[src/rtl/hazard_ctrl.sv]
// rtl/hazard_ctrl.sv - load-use stall, branch flush, forwarding and perf counters for a 5-stage pipeline
module hazard_ctrl #(
    parameter int LOAD_USE_STALLS = 1,
    parameter int CNT_W           = 16
) (
    input  logic             i_clk,
    input  logic             i_rst_n,
    input  logic [4:0]       i_ID_rs,
    input  logic [4:0]       i_ID_rt,
    input  logic             i_ID_uses_rt,
    input  logic             i_EX_mem_read,
    input  logic [4:0]       i_EX_write_reg,
    input  logic [4:0]       i_EX_rs,
    input  logic [4:0]       i_EX_rt,
    input  logic             i_MEM_reg_write,
    input  logic [4:0]       i_MEM_write_reg,
    input  logic             i_WB_reg_write,
    input  logic [4:0]       i_WB_write_reg,
    input  logic             i_branch_taken,
    output logic             o_pc_write,
    output logic             o_IF_ID_write,
    output logic             o_IF_ID_flush,
    output logic             o_ID_EX_flush,
    output logic             o_EX_MEM_flush,
    output logic [1:0]       o_fwd_a,
    output logic [1:0]       o_fwd_b,
    output logic             o_state,
    output logic [CNT_W-1:0] o_stall_cycles,
    output logic [CNT_W-1:0] o_flush_events
);

    typedef enum logic {RUN = 1'b0, STALL = 1'b1} state_t;

    localparam logic [1:0] STALL_RELOAD = 2'(LOAD_USE_STALLS - 1);

    state_t     state, next_state;
    logic [1:0] remain, next_remain;
    logic       hazard;
    logic       stall_now;

    assign hazard = i_EX_mem_read && (i_EX_write_reg != 5'd0) &&
                    ((i_EX_write_reg == i_ID_rs) ||
                     (i_ID_uses_rt && (i_EX_write_reg == i_ID_rt)));

    always_ff @(posedge i_clk or negedge i_rst_n) begin
        if (!i_rst_n) begin
            state  <= RUN;
            remain <= 2'd0;
        end else begin
            state  <= next_state;
            remain <= next_remain;
        end
    end

    always_comb begin
        next_state     = state;
        next_remain    = remain;
        stall_now      = 1'b0;
        o_pc_write     = 1'b1;
        o_IF_ID_write  = 1'b1;
        o_IF_ID_flush  = 1'b0;
        o_ID_EX_flush  = 1'b0;
        o_EX_MEM_flush = 1'b0;
        if (i_branch_taken) begin
            o_IF_ID_flush  = 1'b1;
            o_ID_EX_flush  = 1'b1;
            o_EX_MEM_flush = 1'b1;
            next_state     = RUN;
            next_remain    = 2'd0;
        end else if (state == STALL) begin
            stall_now   = 1'b1;
            next_remain = remain - 2'd1;
            if (remain == 2'd1) next_state = RUN;
        end else if (hazard) begin
            stall_now = 1'b1;
            if (LOAD_USE_STALLS > 1) begin
                next_state  = STALL;
                next_remain = STALL_RELOAD;
            end
        end
        if (stall_now) begin
            o_pc_write    = 1'b0;
            o_IF_ID_write = 1'b0;
            o_ID_EX_flush = 1'b1;
        end
        // Keep the pipeline frozen and unflushed while reset is held.
        if (!i_rst_n) begin
            o_pc_write     = 1'b0;
            o_IF_ID_write  = 1'b0;
            o_IF_ID_flush  = 1'b0;
            o_ID_EX_flush  = 1'b0;
            o_EX_MEM_flush = 1'b0;
        end
    end

    always_comb begin
        o_fwd_a = 2'b00;
        o_fwd_b = 2'b00;
        if (i_rst_n) begin
            if (i_MEM_reg_write && i_MEM_write_reg != 5'd0 && i_MEM_write_reg == i_EX_rs)
                o_fwd_a = 2'b10;
            else if (i_WB_reg_write && i_WB_write_reg != 5'd0 && i_WB_write_reg == i_EX_rs)
                o_fwd_a = 2'b01;
            if (i_MEM_reg_write && i_MEM_write_reg != 5'd0 && i_MEM_write_reg == i_EX_rt)
                o_fwd_b = 2'b10;
            else if (i_WB_reg_write && i_WB_write_reg != 5'd0 && i_WB_write_reg == i_EX_rt)
                o_fwd_b = 2'b01;
        end
    end

    always_ff @(posedge i_clk or negedge i_rst_n) begin
        if (!i_rst_n) begin
            o_stall_cycles <= '0;
            o_flush_events <= '0;
        end else begin
            if (stall_now && o_stall_cycles != {CNT_W{1'b1}})
                o_stall_cycles <= o_stall_cycles + 1'b1;
            if (i_branch_taken && o_flush_events != {CNT_W{1'b1}})
                o_flush_events <= o_flush_events + 1'b1;
        end
    end

    assign o_state = state;

endmodule
[config.mk]
export PLATFORM = sky130hd
export DESIGN_NAME = hazard_ctrl
export DESIGN_NICKNAME = d
export VERILOG_FILES = /design/src/rtl/hazard_ctrl.sv
export SDC_FILE = /design/constraint.sdc
export NUM_CORES = 1
export LEC_CHECK = 0
export ABC_AREA = 1
export BUFFER_PORTS_ARGS = -buffer_cell sky130_fd_sc_hd__buf_4
export CAP_MARGIN = 20
export CORE_MARGIN = 4
export CORE_UTILIZATION = 46
export CTS_CLUSTER_SIZE = 40
export DETAILED_ROUTE_END_ITERATION = 16
export PLACE_DENSITY = 0.77
export SLEW_MARGIN = 15
export SYNTH_ARGS = -nofsm -noshare
export SYNTH_HDL_FRONTEND = slang
export SYNTH_SLANG_ARGS = --single-unit
[constraint.sdc]
create_clock -name i_clk -period 1.5 [get_ports i_clk]
set_input_delay 0.225 -clock i_clk [delete_from_list [all_inputs] [get_ports i_clk]]
set_output_delay 0.225 -clock i_clk [all_outputs]
set_load 0.02 [all_outputs]
## After elaboration in Yosys (flattened, before gate mapping)

Cells that the tools add are included.
Widths: inputs -> output; s select.

| storage, ports and cells | value |
|---|---|
| memories | 0 |
| bits in latches | 0 |
| memory bits (read-only) | 0 |
| register bits | 35 |
| logic and storage cells | 52 |
| memory bits (writable) | 0 |
| input bits | 42 |

| operators by class | value |
|---|---|
| mux-type cells | 20 |
| $add $sub $neg | 3 |
| eq/ne operators | 9 |
| bitwise operators | 0 |
| shift operators | 0 |
| $lt $le $gt $ge | 0 |
| divide/modulo/power cells | 0 |
| multiply operators | 0 |
| reductions and logical operators | 16 |

Operators with widths:

| operator | number |
|---|---|
| $add 16x1->16 const B | 2 |
| $ne 16x16->1 const B | 2 |
| $eq 5x5->1 | 6 |
| $reduce_bool 5->1 | 3 |
| $mux 1 | 14 |
| $mux 2 | 6 |
| $logic_and 1x1->1 | 11 |
| $eq 2x1->1 const B | 1 |
| $reduce_bool 2->1 | 1 |
| $sub 2x1->2 const B | 1 |
| $logic_or 1x1->1 | 1 |

## Depth between registers and ports, before layout

Gate-level depths: netlist (run 1).

| depth | value |
|---|---|
| word-level depth | 9 |
| depth in mapped cells | 12 |
| mapped depth without buffers | 11 |

## Least setup slack after synthesis (run 1)

No wires, ideal clock.

| path | value |
|---|---|
| kind | input to output |
| from | input port i_EX_write_reg[2] |
| to | output port o_pc_write |
| arrival | 1.482 ns |
| path buffers | 2 |
| cell stages on the path | 9 |
| path slack | -0.207 ns |
| path through | inv_1 -> nand4_1 -> o21ai_0 -> inv_1 -> nand2_1 -> nand2_1 -> buf_2 -> a21oi_1 -> buf_4 |

| between the ends | value |
|---|---|
| longest elaborated chain between the ends | 9 |
| elaborated cells between the ends (all ways) | 12 |
| those cells by class | 2 x eq/ne; 5 x mux; 5 x reduce/logical |

RTL lines:

| item | line | text |
|---|---|---|
| from (decl) | 12 | `input logic [4:0] i_EX_write_reg,` |
| $eq 5x5->1 | 43 | `(i_ID_uses_rt && (i_EX_write_reg == i_ID_rt)));` |
| $logic_and 1x1->1 | 43 |  |
| $logic_or 1x1->1 | 42 | `((i_EX_write_reg == i_ID_rs) \|\|` |
| $logic_and 1x1->1 (*) | 41 | `assign hazard = i_EX_mem_read && (i_EX_write_reg != 5'd0) &&` |
| $mux 1 (*) | 74 | `end else if (hazard) begin` |
| $mux 1 (*) | 70 | `end else if (state == STALL) begin` |
| $mux 1 (*) | 64 | `if (i_branch_taken) begin` |
| $mux 1 (*) (2 in series) | -- |  |
| to (decl) | 20 | `output logic o_pc_write,` |

Mark *: on every way between the ends. The rest lies on a longest branch, timed or not.

## Worst setup path after layout (run 1)

| path | value |
|---|---|
| from | register o_stall_cycles[0] |
| to | register o_stall_cycles[14] |

| between the ends | value |
|---|---|
| longest elaborated chain between the ends | 2 |
| elaborated cells between the ends (all ways) | 3 |
| those cells by class | 1 x add/sub; 1 x eq/ne; 1 x reduce/logical |

RTL lines:

| item | line | text |
|---|---|---|
| from (decl) | 28 | `output logic [CNT_W-1:0] o_stall_cycles,` |
| from (signal assigned) | 117 | `o_stall_cycles <= o_stall_cycles + 1'b1;` |
| parallel branches: the longest is 2 deep, another holds $add 16x1->16 | -- |  |

Parallel ways; which one is timed is not known.
A chain may end at the register's enable or synchronous reset.

==> results of run 1 <==
## kinds of logic (layout without fill, tap and decap cells)
| kind of cell | Yosys count | in the layout | synth area share [%] |
|---|---|---|---|
| compound gates | 19 | 19 | 4.279 |
| simple gates | 207 | 208 | 37.43 |
| xor+xnor | 40 | 40 | 13.77 |
| flops | 35 | 35 | 34.43 |
| buf+inv | 52 | 190 | 8.608 |
| fa+ha+maj | 3 | 3 | 1.476 |
## power breakdown
group	internal (µW)	total [µW]	switching [µW]
clock	538	875	338
combinational	578	1150	574
sequential	1070	1220	154
total	2180	3250	1070
## what timing repair did
action	in CTS	in global routing
cloned	0	1
setup buffers	2	13
resized for setup	13	57
endpoints found under the hold margin	35	0
hold buffers	3	0
pin swaps	4	32
setup endpoints to repair	12	39
## worst paths after layout
| kind | to | depth (start not counted) | slack, ns |
|---|---|---|---|
| setup / recovery | o_stall_cycles[14] | 8 | 0.0002 |
| hold / removal | remain[1] | 4 | 0.29 |
| setup reg to reg | o_stall_cycles[14] | 8 | 0.0002 |
| hold reg to reg | remain[1] | 2 | 0.48 |
| max in group asynchronous | o_stall_cycles[1] | 3 | 0.57 |
| min in group asynchronous | o_stall_cycles[9] | 3 | 0.54 |
## sequential cells by signal, indices dropped and copies added (netlist names)
name	cells
o_stall_cycles	16
o_state	1
remain	2
o_flush_events	16
## cells in the final DEF, fill, tap and decap left out, types with 2 or more instances in the layout
cell and n:
a211oi_1 2, a21oi_1 2, a21oi_2 2, buf_4 124
buf_6 12, clkbuf_8 6, dfrtp_1 29, dfrtp_2 6
dlygate4sd3_1 3, ha_4 2, inv_1 33, inv_2 6
inv_4 4, nand2_1 88, nand2_2 21, nand2_4 2
nand3_1 16, nand3_2 4, nand3_4 2, nand4_1 23
nor2_1 28, nor2_2 4, nor2_4 3, nor3_1 7
nor3_2 4, nor4_2 2, o21ai_0 6, o21ai_1 2
o22ai_1 2, xnor2_1 20, xor2_1 20
## per-stage QoR
stage / hold slack [ns] / setup WS (ns)
finish: 0.2941 / 0.0001730
global route: 0.3333 / -0.08287
CTS: 0.2536 / -0.01051
detailed placement: 0.2053 / -0.1300
global placement: 0.2060 / -0.08849
floorplan: -0.07059 / -0.06779
## tightest hold or removal path, stage by stage
cell and delay [ns]:
buf_4 0.14, nor2_1 0.07, nand2_1 0.05, nand2_1 0.05
## area by class of cell
cell class	instances	area [µm²]	share of cell area, %
Sequential cell	35	883.3	22.05
Timing Repair Buffer	139	1096	27.36
Multi-Input combinational cell	270	1650	41.19
Tap cell	70	87.58	2.186
Clock inverter	2	35.03	0.8745
Inverter	43	171.4	4.279
Clock buffer	6	82.58	2.061
## metal layers
metal	wire length (µm)	global-route usage [%]
met2	3806	37.66
met1	3272	27.72
met5	0	0
met3	393	3.579
met4	60	5.316
==> summary.md, run 1 <==
| Metric | Value |
|---|---|
| Syn_nets | 401 |
| Count leader, synth | nand2_1 |
| Initial antenna violation count | 0 |
| Crit start category | register |
| Longest Clk Path Bufs | 2 |
| # clock sinks | 35 |
| Detail Route Antenna Nets | 0 |
| CP Launch Point | o_stall_cycles[0] |
| Vias in the first global route | 2,579 |
| Area post-placement | 3521 µm² |
| Minimum clock period | 1.500 ns |
| Largest net degree at the start of global routing | 17 |
| Iter 0 DRT Violations | 116 |
| Synth Flop Type | dfrtp_1 |
| GRT Residual Overflow | 0 |
| Dominant cell type by area after synthesis | dfrtp_1 |
| Crit-path max FO | 6 |
| Power, Total | 3247 µW |
| CP max stage cell | dfrtp_2 |
| Sequential area share after synthesis | 34.43% |
| Inst Count DP | 538 |
| DR vias | 2,833 |
| First-pass GRT wire length | 11,470 µm |
| Worst slew margin | 68.04% |
| Top-area cell type share of the netlist area | 34.43% |
| Global placement routability congestion | 0.8673 |
| Yosys reg bits | 35 |
| Fin cells | 565 |
| Post-synthesis cell count | 356 |
| Hold path start | i_branch_taken |
| CTS Root Cell | clkbuf_8 |
| Crit Path Class | reg2reg |
| Area Growth Syn to Fin | 57.50% |
| Mapped Area | 2544 µm² |
| Worst path cell trace | ha_4 -> nand3_4 -> nor2_4 -> nand4_4 -> nand3_2 -> buf_6 -> nand2_1 -> nand2_1 |
| Cts bufs inserted | 5 |
| Crit-path leading delay family | simple AND/OR/NAND/NOR gates |
| Syn_area_per_cell | 7.145 µm² |
| FFs w/ async S/R, synth | 100.0% |
| Slowest stage delay, CP | 0.43 ns |
| TritonRoute pass-1 iters | 5 |
| EDFF count, synth | 0 |
| Skew final | 0.008350 ns |
| Non-Filler Cell Area, Final | 4006 µm² |
| GRT Util Overall | 21.59% |
| Synth top area cells | dfrtp_1 (34%), nand2_1 (16%), xnor2_1 (6.9%) |
| Power Dens Cells | 810.4 nW/µm² |
| Synth cell count leaders | nand2_1 (108), inv_1 (42), dfrtp_1 (35) |
| DIE AREA | 6783 µm² |
| FMAX | 666.7 MHz |
| Max Cap Viol | 0 |
| Initial Util | 48.57% |
| H-tree Lvls | 2 |
| Port Buffers | 83 |
| Leakage | 0.002048 µW |
| # DRC | 0 |
| TritonCTS clock tree | done |
| N_diodes | 0 |
| Final Core Density | 76.49% |
| Worst Path Buf+Inv | 1 |
| Worst-path clk slew | 0.07 ns |
| FF-to-FF Start | o_stall_cycles[0] |
| Most frequent CP cell | nand2_1 |
| Synthesis Warnings | 0 |
| Final Hold Vio Count | 0 |
| Nets@finish | 539 |
| Final Setup Violations | 0 |
| Die X | 82.36 µm |
| Crit. End Element | register |
| Worst skew pair latency | 0.28 ns |
| Post-DP HPWL | 5433 µm |
| Worst hold path class | in2reg |
| Period utilization | 99.99% |
| IO Count | 84 |
| Routed len/inst | 13.33 µm |
| Worst IR Drop VDD | 0.9494 mV |
| Synth cell types | 32 |
| Fillers | 376 |
| Vias/cell | 5.014 |
| Final Max Slew Viols | 0 |
| Sum Neg Setup Slack | 0 ns |
| CP Data Required Time | 1.72 ns |
| Worst path arrival time | 1.72 ns |
| RSZ-0062 raised after global routing | yes |
| Row count | 26 |
| Layout cells sized above 1 | 42.42% |
| WL final | 7532 µm |
| Worst slew pin tran | 0.4778 ns |
| Status | finished, final reports clean |
| Core ar. | 5238 µm² |
| Die H | 82.36 µm |
Power figures use the tool's default switching activity.
==> inputs of run 2 (changes only) <==
CORE_MARGIN = 2   (was 4)
==> run 2 against run 1 <==
Net effect: the flow now finishes with violations (negative setup slack); routed wire length up 7.3%; worst setup slack worse by 0.025 ns; clock power up 3.7%; critical path depth down 2; worst hold slack worse by 0.012 ns; first-iteration DRC count up 68%; power up 3.4%; cell area down 0.69%; highest routed layer unchanged.
==> summary.md, run 2 (synthesis gave the netlist of run 1 again) <==
| Metric | Value |
|---|---|
| Global placement routability congestion | 0.8547 (-1.5%) |
| # DRC | 0 (unchanged) |
| IO Count | 84 (unchanged) |
| Worst-path clk slew | 0.07 ns (about the same) |
| N_diodes | 0 (unchanged) |
| Area Growth Syn to Fin | 56.42% |
| # clock sinks | 35 (unchanged) |
| FMAX | 655.7 MHz (-1.7%) |
| Most common cell after layout, fill and taps aside | buf_4 |
| DR WL met2 | 4076 µm (+7.1%) |
| Multi-input gate area | 1629 µm² (-1.3%) |
| Status | complete, but fails checks |
| Crit. End Element | output port |
| Routed len/inst | 14.34 µm (+7.5%) |
| WL final | 8085 µm (+7.3%) |
| Crit-path max FO | 2 (-4) |
| Final Max Slew Viols | 0 (unchanged) |
| DR top layer | met4 |
| Detail Route Antenna Nets | 0 (unchanged) |
| Die H | 78.36 µm (-4.9%) |
| Fin cells | 564 (-0.18%) |
| Worst path arrival time | 1.30 ns (-0.42 ns) |
| Vias/cell | 5.262 (+5.0%) |
| Row count | 27 (+3.8%) |
| Final Hold Vio Count | 0 (unchanged) |
| Worst slew pin tran | 0.5166 ns (+0.03876 ns) |
| Period utilization | 101.7% (+1.7 points) |
| Post-DP HPWL | 5481 µm (+0.89%) |
| Worst IR Drop VDD | 0.6259 mV (-34%) |
| Worst hold path class | in2reg |
| Longest Clk Path Bufs | 2 (unchanged) |
| GRT Residual Overflow | 0 (unchanged) |
| Layout cells sized above 1 | 39.84% (-2.6 points) |
| DR vias | 2,968 (+4.8%) |
| Initial antenna violation count | 0 (unchanged) |
| Initial Util | 46.77% (-1.8 points) |
| TritonCTS clock tree | done |
| Commonest cells after routing, fill and taps aside | buf_4 (119), nand2_1 (98), inv_1 (35) |
| Worst slew margin | 65.52% (-2.5 points) |
| First-pass GRT wire length | 11,960 µm (+4.2%) |
| TritonRoute pass-1 iters | 5 (unchanged) |
| H-tree Lvls | 2 (unchanged) |
| GRT Util Overall | 24.23% (+2.6 points) |
| Final WS setup | -0.02502 ns (-0.02520 ns) |
| Port Buffers | 83 (unchanged) |
| Power, Total | 3358 µW (+3.4%) |
| DIE AREA | 6140 µm² (-9.5%) |
| Minimum clock period | 1.525 ns (+0.02520 ns) |
| Skew final | 0.007533 ns (-0.0008173 ns) |
| Leakage | 0.002036 µW (-0.58%) |
| Final Setup Violations | 6 (+6) |
| Vias in the first global route | 2,633 (+2.1%) |
| Fillers | 414 (+10%) |
| Power Dens Cells | 843.8 nW/µm² (+4.1%) |
| Max Cap Viol | 0 (unchanged) |
| Worst skew pair latency | 0.30 ns (+0.02 ns) |
| CP Data Required Time | 1.27 ns (-0.45 ns) |
| Met3 Wirelength | 591 µm (+50%) |
| Largest net degree at the start of global routing | 18 (+1) |
| Routed length on met1 | 3246 µm (-0.79%) |
| Die X | 78.36 µm (-4.9%) |
| Crit start category | primary input |
| Failing checks | negative setup slack |
| Cts bufs inserted | 5 (unchanged) |
| Sum Neg Setup Slack | -0.06316 ns (-0.06316 ns) |
| CTS Root Cell | clkbuf_8 |
| Register area | 883.3 µm² (unchanged) |
| Inst Count DP | 540 (+0.37%) |
| Core ar. | 5439 µm² (+3.8%) |
| RSZ-0062 raised after global routing | yes |
| Nets@finish | 536 (-0.56%) |
| Iter 0 DRT Violations | 195 (+68%) |
| Crit Path Class | in2out |
| Largest regs | o_flush_events (16), o_stall_cycles (16), remain (2) |
-- run 2: repair_timing --
item	4_1_cts	5_1_grt
pin swaps	1	28
hold endpoints to repair	35	0
hold buffers	3	0
gates cloned	0	1
setup buffers	4	8
resized for setup	12	51
endpoints found under the setup margin	21	33
-- run 2: critical path, cell delays in order --
cell and delay (ns):
buf_6 0.10, or2_4 0.25, o41ai_4 0.32, inv_2 0.09, a21oi_2 0.18, buf_6 0.14
-- run 2: layer usage --
layer	up-vias	global-route usage (%)
met4	0	7.544
met3	15	5.172
met2	136	41.29
met1	1395	30.76
li1	1422	-
met5	-	0
-- run 2: stage by stage --
step                hold WS (ns)  utilization, %  setup slack [ns]  instance area [µm²]
floorplan               -0.07059               -          -0.06779                 2586
global placement          0.2128           64.78          -0.08523                 3523
detailed placement        0.2178           64.78           -0.1461                 3523
CTS                       0.2595           68.97         -0.003852                 3751
global route              0.3140           73.15          -0.09009                 3979
finish                    0.2825           73.15          -0.02502                 3979
-- run 2: power by group --
part           leakage (µW)  switching (µW)  internal (µW)
sequential         0.000457             154           1060
clock             0.0000612             369            538
combinational       0.00152             620            614
-- run 2: layout make-up --
type                    instances  share of cell area, %
repair buffers                136                  27.26
clock inverters                 2                 0.8805
multi-input cells             270                  40.94
clock buffers                   6                  2.075
well taps                      72                  2.264
flip-flops and latches         35                  22.20
inverters                      43                  4.371
-- run 2: worst paths after layout --
path	start	to	slack [ns]	depth (start not counted)
min in group asynchronous	i_rst_n	o_flush_events[12]	0.57	3
max in group asynchronous	i_rst_n	o_stall_cycles[6]	0.56	3
setup reg to reg	o_flush_events[1]	o_flush_events[14]	-0.01	6
hold / removal	i_branch_taken	remain[1]	0.28	4
hold reg to reg	remain[1]	remain[1]	0.50	2
setup / recovery	i_MEM_write_reg[4]	o_fwd_a[0]	-0.03	6
